File: config.mk
export PLATFORM = sky130hd
export DESIGN_NAME = writeback_regfile_flat
export DESIGN_NICKNAME = d
export VERILOG_FILES = /design/src/rtl/writeback_regfile_pkg.sv /design/src/rtl/writeback_regfile_if.sv /design/src/rtl/writeback_regfile_load_scoreboard.sv /design/src/rtl/writeback_regfile.sv /design/src/flat_wrapper.sv
export SDC_FILE = /design/constraint.sdc
export NUM_CORES = 2
export LEC_CHECK = 0
export CORE_MARGIN = 4
export CORE_UTILIZATION = 50
export CTS_BUF_LIST = sky130_fd_sc_hd__clkbuf_16
export DETAILED_ROUTE_END_ITERATION = 10
export GPL_TIMING_DRIVEN = 0
export PLACE_DENSITY_LB_ADDON = 0.08
export SLEW_MARGIN = 20
export SYNTH_ARGS = -nofsm -noshare
export SYNTH_HDL_FRONTEND = slang
export SYNTH_SLANG_ARGS = --single-unit
File: constraint.sdc
create_clock -name clock -period 4.9 [get_ports clock]
set_clock_uncertainty 0.1 [all_clocks]
set_input_delay 0.735 -clock clock [delete_from_list [all_inputs] [get_ports clock]]
set_output_delay 0.735 -clock clock [all_outputs]
set_load 0.05 [all_outputs]
File: src/rtl/writeback_regfile_pkg.sv
// Shared constants for the writeback / register-file slice.
// Optional write-through bypass is selected with REGFILE_BYPASS_EN.
package writeback_regfile_pkg;

    localparam int DATA_WIDTH_DEF = 32;
    localparam int ADDR_WIDTH_DEF = 5;

    // Index of the hardwired-zero register.
    localparam int unsigned ZERO_REG = 0;

    // Write-data select encoding carried on w_mem_to_reg.
    localparam logic WB_SEL_ALU = 1'b0;
    localparam logic WB_SEL_MEM = 1'b1;

endpackage

File: src/rtl/writeback_regfile_if.sv
// Writeback-stage and decode-stage signals seen by the register file.
// The master is the pipeline (writeback + decode); the slave is the register file.
interface writeback_regfile_if
    import writeback_regfile_pkg::*;
#(
    parameter int DATA_WIDTH = DATA_WIDTH_DEF,
    parameter int ADDR_WIDTH = ADDR_WIDTH_DEF
);

    // No valid/ready pair here: w_reg_write and d_issue_load are already-qualified
    // single-cycle requests, and the only backpressure is d_load_hazard towards decode.
    logic                  w_stall;
    logic [ADDR_WIDTH-1:0] w_dst_reg;
    logic                  w_reg_write;
    logic                  w_mem_to_reg;
    logic [DATA_WIDTH-1:0] w_alu_result;
    logic [DATA_WIDTH-1:0] w_mem_data;

    logic [ADDR_WIDTH-1:0] d_rs_addr;
    logic [ADDR_WIDTH-1:0] d_rt_addr;
    logic [DATA_WIDTH-1:0] d_rs_data;
    logic [DATA_WIDTH-1:0] d_rt_data;
    logic                  d_issue_load;
    logic [ADDR_WIDTH-1:0] d_load_dst;
    logic                  d_rs_pending;
    logic                  d_rt_pending;
    logic                  d_load_hazard;

    modport master (
        output w_stall, w_dst_reg, w_reg_write, w_mem_to_reg, w_alu_result, w_mem_data,
        output d_rs_addr, d_rt_addr, d_issue_load, d_load_dst,
        input  d_rs_data, d_rt_data, d_rs_pending, d_rt_pending, d_load_hazard
    );

    modport slave (
        input  w_stall, w_dst_reg, w_reg_write, w_mem_to_reg, w_alu_result, w_mem_data,
        input  d_rs_addr, d_rt_addr, d_issue_load, d_load_dst,
        output d_rs_data, d_rt_data, d_rs_pending, d_rt_pending, d_load_hazard
    );

endinterface

File: src/rtl/writeback_regfile_load_scoreboard.sv
// One pending bit per register for loads issued by decode but not yet written back.
// With REGFILE_BYPASS_EN the lookup hides a pending bit being cleared this cycle.
module load_scoreboard
    import writeback_regfile_pkg::*;
#(
    parameter int ADDR_WIDTH = ADDR_WIDTH_DEF
) (
    input  logic                  clock,
    input  logic                  reset,
    input  logic                  set_en,
    input  logic [ADDR_WIDTH-1:0] set_idx,
    input  logic                  clr_en,
    input  logic [ADDR_WIDTH-1:0] clr_idx,
    input  logic [ADDR_WIDTH-1:0] rs_addr,
    input  logic [ADDR_WIDTH-1:0] rt_addr,
    output logic                  rs_pending,
    output logic                  rt_pending
);

    localparam int NUM_REGS = 2 ** ADDR_WIDTH;

    logic [NUM_REGS-1:0] pending_q;
    logic [NUM_REGS-1:0] pending_d;

    // Clear is applied before set so a load re-issued to the register that is
    // completing this cycle stays outstanding.
    always_comb begin
        pending_d = pending_q;
        if (clr_en) begin
            pending_d[clr_idx] = 1'b0;
        end
        if (set_en && (set_idx != ADDR_WIDTH'(ZERO_REG))) begin
            pending_d[set_idx] = 1'b1;
        end
        pending_d[ZERO_REG] = 1'b0;
    end

    always_ff @(posedge clock) begin
        if (reset) begin
            pending_q <= '0;
        end else begin
            pending_q <= pending_d;
        end
    end

`ifdef REGFILE_BYPASS_EN
    assign rs_pending = pending_q[rs_addr] & ~(clr_en & (clr_idx == rs_addr));
    assign rt_pending = pending_q[rt_addr] & ~(clr_en & (clr_idx == rt_addr));
`else
    assign rs_pending = pending_q[rs_addr];
    assign rt_pending = pending_q[rt_addr];
`endif

endmodule

File: src/rtl/writeback_regfile.sv
// Writeback commit into a 2**ADDR_WIDTH-entry register file with two combinational
// read ports and a pending-load scoreboard. Define REGFILE_BYPASS_EN for write-through reads.
module writeback_regfile
    import writeback_regfile_pkg::*;
#(
    parameter int DATA_WIDTH = DATA_WIDTH_DEF,
    parameter int ADDR_WIDTH = ADDR_WIDTH_DEF
) (
    input logic                clock,
    input logic                reset,
    writeback_regfile_if.slave bus
);

    localparam int NUM_REGS = 2 ** ADDR_WIDTH;

    logic [DATA_WIDTH-1:0] regs_q [NUM_REGS];
    logic [DATA_WIDTH-1:0] regs_d [NUM_REGS];

    logic [DATA_WIDTH-1:0] wdata;
    logic                  we;
    logic                  clr_en;
    logic                  rs_pending;
    logic                  rt_pending;

    assign wdata  = (bus.w_mem_to_reg == WB_SEL_MEM) ? bus.w_mem_data : bus.w_alu_result;
    // A stalled instruction is held upstream, so it commits once, when the stall drops.
    assign we     = bus.w_reg_write & ~bus.w_stall & (bus.w_dst_reg != ADDR_WIDTH'(ZERO_REG));
    assign clr_en = we & (bus.w_mem_to_reg == WB_SEL_MEM);

    always_comb begin
        regs_d = regs_q;
        if (we) begin
            regs_d[bus.w_dst_reg] = wdata;
        end
    end

    always_ff @(posedge clock) begin
        if (reset) begin
            for (int i = 0; i < NUM_REGS; i++) begin
                regs_q[i] <= '0;
            end
        end else begin
            regs_q <= regs_d;
        end
    end

    // Register 0 is reset to zero and never written, so the array read alone keeps it zero.
`ifdef REGFILE_BYPASS_EN
    assign bus.d_rs_data = (we && (bus.d_rs_addr == bus.w_dst_reg)) ? wdata : regs_q[bus.d_rs_addr];
    assign bus.d_rt_data = (we && (bus.d_rt_addr == bus.w_dst_reg)) ? wdata : regs_q[bus.d_rt_addr];
`else
    assign bus.d_rs_data = regs_q[bus.d_rs_addr];
    assign bus.d_rt_data = regs_q[bus.d_rt_addr];
`endif

    load_scoreboard #(
        .ADDR_WIDTH (ADDR_WIDTH)
    ) u_load_scoreboard (
        .clock      (clock),
        .reset      (reset),
        .set_en     (bus.d_issue_load),
        .set_idx    (bus.d_load_dst),
        .clr_en     (clr_en),
        .clr_idx    (bus.w_dst_reg),
        .rs_addr    (bus.d_rs_addr),
        .rt_addr    (bus.d_rt_addr),
        .rs_pending (rs_pending),
        .rt_pending (rt_pending)
    );

    assign bus.d_rs_pending  = rs_pending;
    assign bus.d_rt_pending  = rt_pending;
    assign bus.d_load_hazard = rs_pending | rt_pending;

endmodule
File: src/flat_wrapper.sv
// flat-port wrapper written by rule: the top's interface ports become plain ports
module writeback_regfile_flat import writeback_regfile_pkg::*;
#(
    parameter int DATA_WIDTH = DATA_WIDTH_DEF,
    parameter int ADDR_WIDTH = ADDR_WIDTH_DEF
)
  (clock, reset, bus_w_stall, bus_w_dst_reg, bus_w_reg_write, bus_w_mem_to_reg, bus_w_alu_result, bus_w_mem_data, bus_d_rs_addr, bus_d_rt_addr, bus_d_issue_load, bus_d_load_dst, bus_d_rs_data, bus_d_rt_data, bus_d_rs_pending, bus_d_rt_pending, bus_d_load_hazard);
  writeback_regfile_if #(.DATA_WIDTH(DATA_WIDTH), .ADDR_WIDTH(ADDR_WIDTH)) bus_i ();
  input logic clock;
  input logic reset;
  input wire logic [$bits(bus_i.w_stall)-1:0] bus_w_stall;
  input wire logic [$bits(bus_i.w_dst_reg)-1:0] bus_w_dst_reg;
  input wire logic [$bits(bus_i.w_reg_write)-1:0] bus_w_reg_write;
  input wire logic [$bits(bus_i.w_mem_to_reg)-1:0] bus_w_mem_to_reg;
  input wire logic [$bits(bus_i.w_alu_result)-1:0] bus_w_alu_result;
  input wire logic [$bits(bus_i.w_mem_data)-1:0] bus_w_mem_data;
  input wire logic [$bits(bus_i.d_rs_addr)-1:0] bus_d_rs_addr;
  input wire logic [$bits(bus_i.d_rt_addr)-1:0] bus_d_rt_addr;
  input wire logic [$bits(bus_i.d_issue_load)-1:0] bus_d_issue_load;
  input wire logic [$bits(bus_i.d_load_dst)-1:0] bus_d_load_dst;
  output wire logic [$bits(bus_i.d_rs_data)-1:0] bus_d_rs_data;
  output wire logic [$bits(bus_i.d_rt_data)-1:0] bus_d_rt_data;
  output wire logic [$bits(bus_i.d_rs_pending)-1:0] bus_d_rs_pending;
  output wire logic [$bits(bus_i.d_rt_pending)-1:0] bus_d_rt_pending;
  output wire logic [$bits(bus_i.d_load_hazard)-1:0] bus_d_load_hazard;
  assign bus_i.w_stall = bus_w_stall;
  assign bus_i.w_dst_reg = bus_w_dst_reg;
  assign bus_i.w_reg_write = bus_w_reg_write;
  assign bus_i.w_mem_to_reg = bus_w_mem_to_reg;
  assign bus_i.w_alu_result = bus_w_alu_result;
  assign bus_i.w_mem_data = bus_w_mem_data;
  assign bus_i.d_rs_addr = bus_d_rs_addr;
  assign bus_i.d_rt_addr = bus_d_rt_addr;
  assign bus_i.d_issue_load = bus_d_issue_load;
  assign bus_i.d_load_dst = bus_d_load_dst;
  assign bus_d_rs_data = bus_i.d_rs_data;
  assign bus_d_rt_data = bus_i.d_rt_data;
  assign bus_d_rs_pending = bus_i.d_rs_pending;
  assign bus_d_rt_pending = bus_i.d_rt_pending;
  assign bus_d_load_hazard = bus_i.d_load_hazard;
  writeback_regfile #(.DATA_WIDTH(DATA_WIDTH), .ADDR_WIDTH(ADDR_WIDTH)) u_core (.clock(clock), .reset(reset), .bus(bus_i));
endmodule
==> results.md <==
- Die outline width: 331 µm
- Placer Congestion: 0.996
- Vias per cell: 6.79
- Total track usage: 37.8%
- DP Wirelength: 166 mm
- CP cell instances: buf_2 -> buf_2 -> buf_1 -> mux4_2 -> a221oi_1 -> a21oi_1 -> clkdlybuf4s50_1
- CP Class: in -> out
- Power density cells: between 300 and 400 nW/µm²
- Tmin final: 4.97 ns
- Post-layout nets: between 5,000 and 6,000
- Yosys top cell by area: dfxtp_1
- Largest net degree at the start of global routing: 20
- Cell count after synthesis: 4,877
- Arrival time worst endpoint: 4.14 ns
- Max_cap viols: 0
- I/O Pins: 157
- # H-tree levels: 3
- DRC Markers: 0
- Total vias in the final route: 44,900
- Clk sink count: about 1,100
- Count leader, synth: dfxtp_1
- Total congestion overflow: 0
- CP dominant cell by count: buf_2
- CP endpoint: bus_d_rt_data[31]
- Critical path peak fanout: 10
- FF-to-FF Start: u_core.regs_q[45]
- Pre-Repair DR Iteration Count: 8
- FF-to-FF setup slack: 3.98 ns
- Core Box Area: 104,000 µm²
- Hold WS: approximately 0.38 ns
- Initial Util: 50.4%
- Post-CTS Hold Fix Bufs: 0
- Hold Vio Cnt, Final: 0
- Crit path from: bus_d_rt_addr[1]
- Fillers: 9,238
- Core Util, Final: 57.1%
- Initial DRC count: 5,835
- Worst EP required: between 4 and 5 ns
- Slowest CP cell: buf_1
- Crit share post-route: 101%
- Crit path largest cell delay: about 0.86 ns
- Reg2Reg Depth: 2
- Top post-synthesis cells by count: dfxtp_1 (1,055), nor2_1 (1,034), a211oi_1 (952)
- WP buf/inv: 4
- F_max: 0.201 GHz
- Post-Syn Area: 52,200 µm²
- Port Buffer Count: 148
- Crit. End Element: primary output
- First-pass GRT wire length: ~310 mm
- Hold Path Origin: u_core.regs_q[1019]
- Yosys cell types: 36
- LEAKAGE: 19.2 nW
- RSZ-0062 raised after global routing: false
- Sequential element share of the synthesized area: 40.4%
- WP depth: 7
- Wirelength per Cell: 32.5 µm
- Std cell rows: 118
- Failing checks: setup timing
- YS warnings: 0
- Clock Pin Slew Worst Setup and Hold Paths: 0.06 ns
- Number of antenna violations at the first check in global routing: 3
- Clk_lat worst skew: 0.73 ns
- Slew margin rel.: 22.1%
- Worst-case clock buffer depth: 3
- Power, Total: 19.7 mW
- CP delay by family, top: buffers and inverters
- VDD IR max: 0.000272 V
- Routed Antenna Nets: 0
- CTS buffer count: around 110
- Setup WS post-layout: -0.0714 ns
- TritonCTS clock tree: done
- Final setup vio count: 8
- Mapped Nets: 4,967
- Clock Tree Root: clkbuf_16
- Share of cells above drive strength 1: 20.4%
- Die area: 110,000 µm²
- Hold Path Class: reg -> reg
- Setup TNS: -0.326 ns
- DP Worst Slack: -0.195 ns
- Share of the synthesized area in the top cell type: 40.4%
- CP Launch Type: input pin
- Drt total wl: between 200 and 250 mm
- Worst r2r dst: u_core.regs_q[45]
- Vias in the first global route: between 40,000 and 50,000
- Die Ht: 331 µm
- Status: complete, but fails checks
- Synth-to-Final Area Change: 13.3%
- Yosys reg bits: 1,055
- Worst Max-Slew Pin Slew: roughly 1.2 ns
- Final Max Tran Viols: 0
- Number of synthesized flops with an enable pin: 0
- Top_reg_cell synth: dfxtp_1
- Async S/R FF share, synth: 0%
- Synth area leaders: dfxtp_1 (40%), mux4_2 (22%), a211oi_1 (14%), nor2_1 (7.4%), mux2i_1 (3.5%)
- Syn Area/Cell: approximately 11 µm²
worst min path at each step:
stage	end	slack, ns	cells past startpoint
floorplan	u_core.regs_q[1000]	0.35	1
global route	u_core.regs_q[1022]	0.39	1
detailed placement	u_core.regs_q[1000]	0.37	1
CTS	u_core.regs_q[1019]	0.38	1
global placement	u_core.regs_q[994]	0.36	1
finish	u_core.regs_q[1019]	0.38	1
flip-flops by register name (all words and copies together) (netlist names):
register,cells
u_core.u_load_scoreboard.pending_q,31
u_core.regs_q,1024
where the power goes:
group | leakage, nW | internal, mW | switching, mW
logic | 8.78 | 0.615 | 1.57
clock network | 1.92 | 4.96 | 3.83
registers | 8.50 | 8.64 | 0.0482
total | 19.2 | 14.2 | 5.45
metrics by stage:
step | area (µm²) | cells
after floorplan | 52200 | 4877
after global placement | 55400 | 6405
after detailed placement | 55400 | 6405
after CTS | 59100 | 6616
after global routing | 59200 | 6616
final | 59200 | 6619
metal layers:
metal / part of all wire (%) / wire length [µm] / track usage, % / vias up
met2: 44 / 94400 / 57.1 / 2728
met3: 11 / 24500 / 10.6 / 516
li1: - / - / - / 19200
met5: 0.041 / 88 / 0 / -
met4: 5.7 / 12300 / 18.1 / 6
met1: 39 / 84100 / 50.6 / 22500
kinds of logic (layout without fill, tap and decap cells):
kind of cell    count (synthesis)  in the layout  synth area share, %
compound gates               1296           1296                 19.0
buf+inv                       641           1000                 5.78
flops                        1055           1055                 40.4
mux                           698            698                 25.7
other cells                     0              3                    0
simple gates                 1187           1187                 9.10
final cells by class:
| type | count | area [µm²] | share of cell area [%] |
|---|---|---|---|
| diodes | 3 | 7.51 | 0.0127 |
| repair buffers | 148 | 1480 | 2.50 |
| well taps | 1380 | 1730 | 2.92 |
| flip-flops and latches | 1055 | 21100 | 35.7 |
| inverters | 1 | 3.75 | 0.00634 |
| plain buffers | 639 | 3040 | 5.14 |
| multi-input cells | 3181 | 28100 | 47.5 |
| clock buffers | 116 | 2900 | 4.91 |
| clock inverters | 96 | 790 | 1.33 |
placed cells by master (no fill, tap or decap), drive strengths merged:
master	n
nand2	38
or4	1
nand3	10
or2	2
clkinv	48
or3b	1
nor2b	49
mux4	514
nor3	32
nand4b	1
nor4	1
mux2	3
a22o	65
a2111oi	3
nand2b	8
nand4	2
clkbuf	421
o31a	1
a211oi	992
dlygate4sd2	7
a41oi	1
nand3b	3
a221oi	65
diode	3
a31oi	3
dfxtp	1055
buf	334
nor2	1034
a22oi	98
clkinvlp	3
and2	5
mux2i	181
a21oi	68
dlymetal6s2s	3
inv	33
clkdlybuf4s50	138
bufinv	13
timing repair:
item,in CTS,in global routing
endpoints found under the hold margin,0,0
gates resized for setup,18,28
endpoints found under the setup margin,33,26
buffers inserted,0,0
Note: power is estimated with default switching activity, not from simulation.
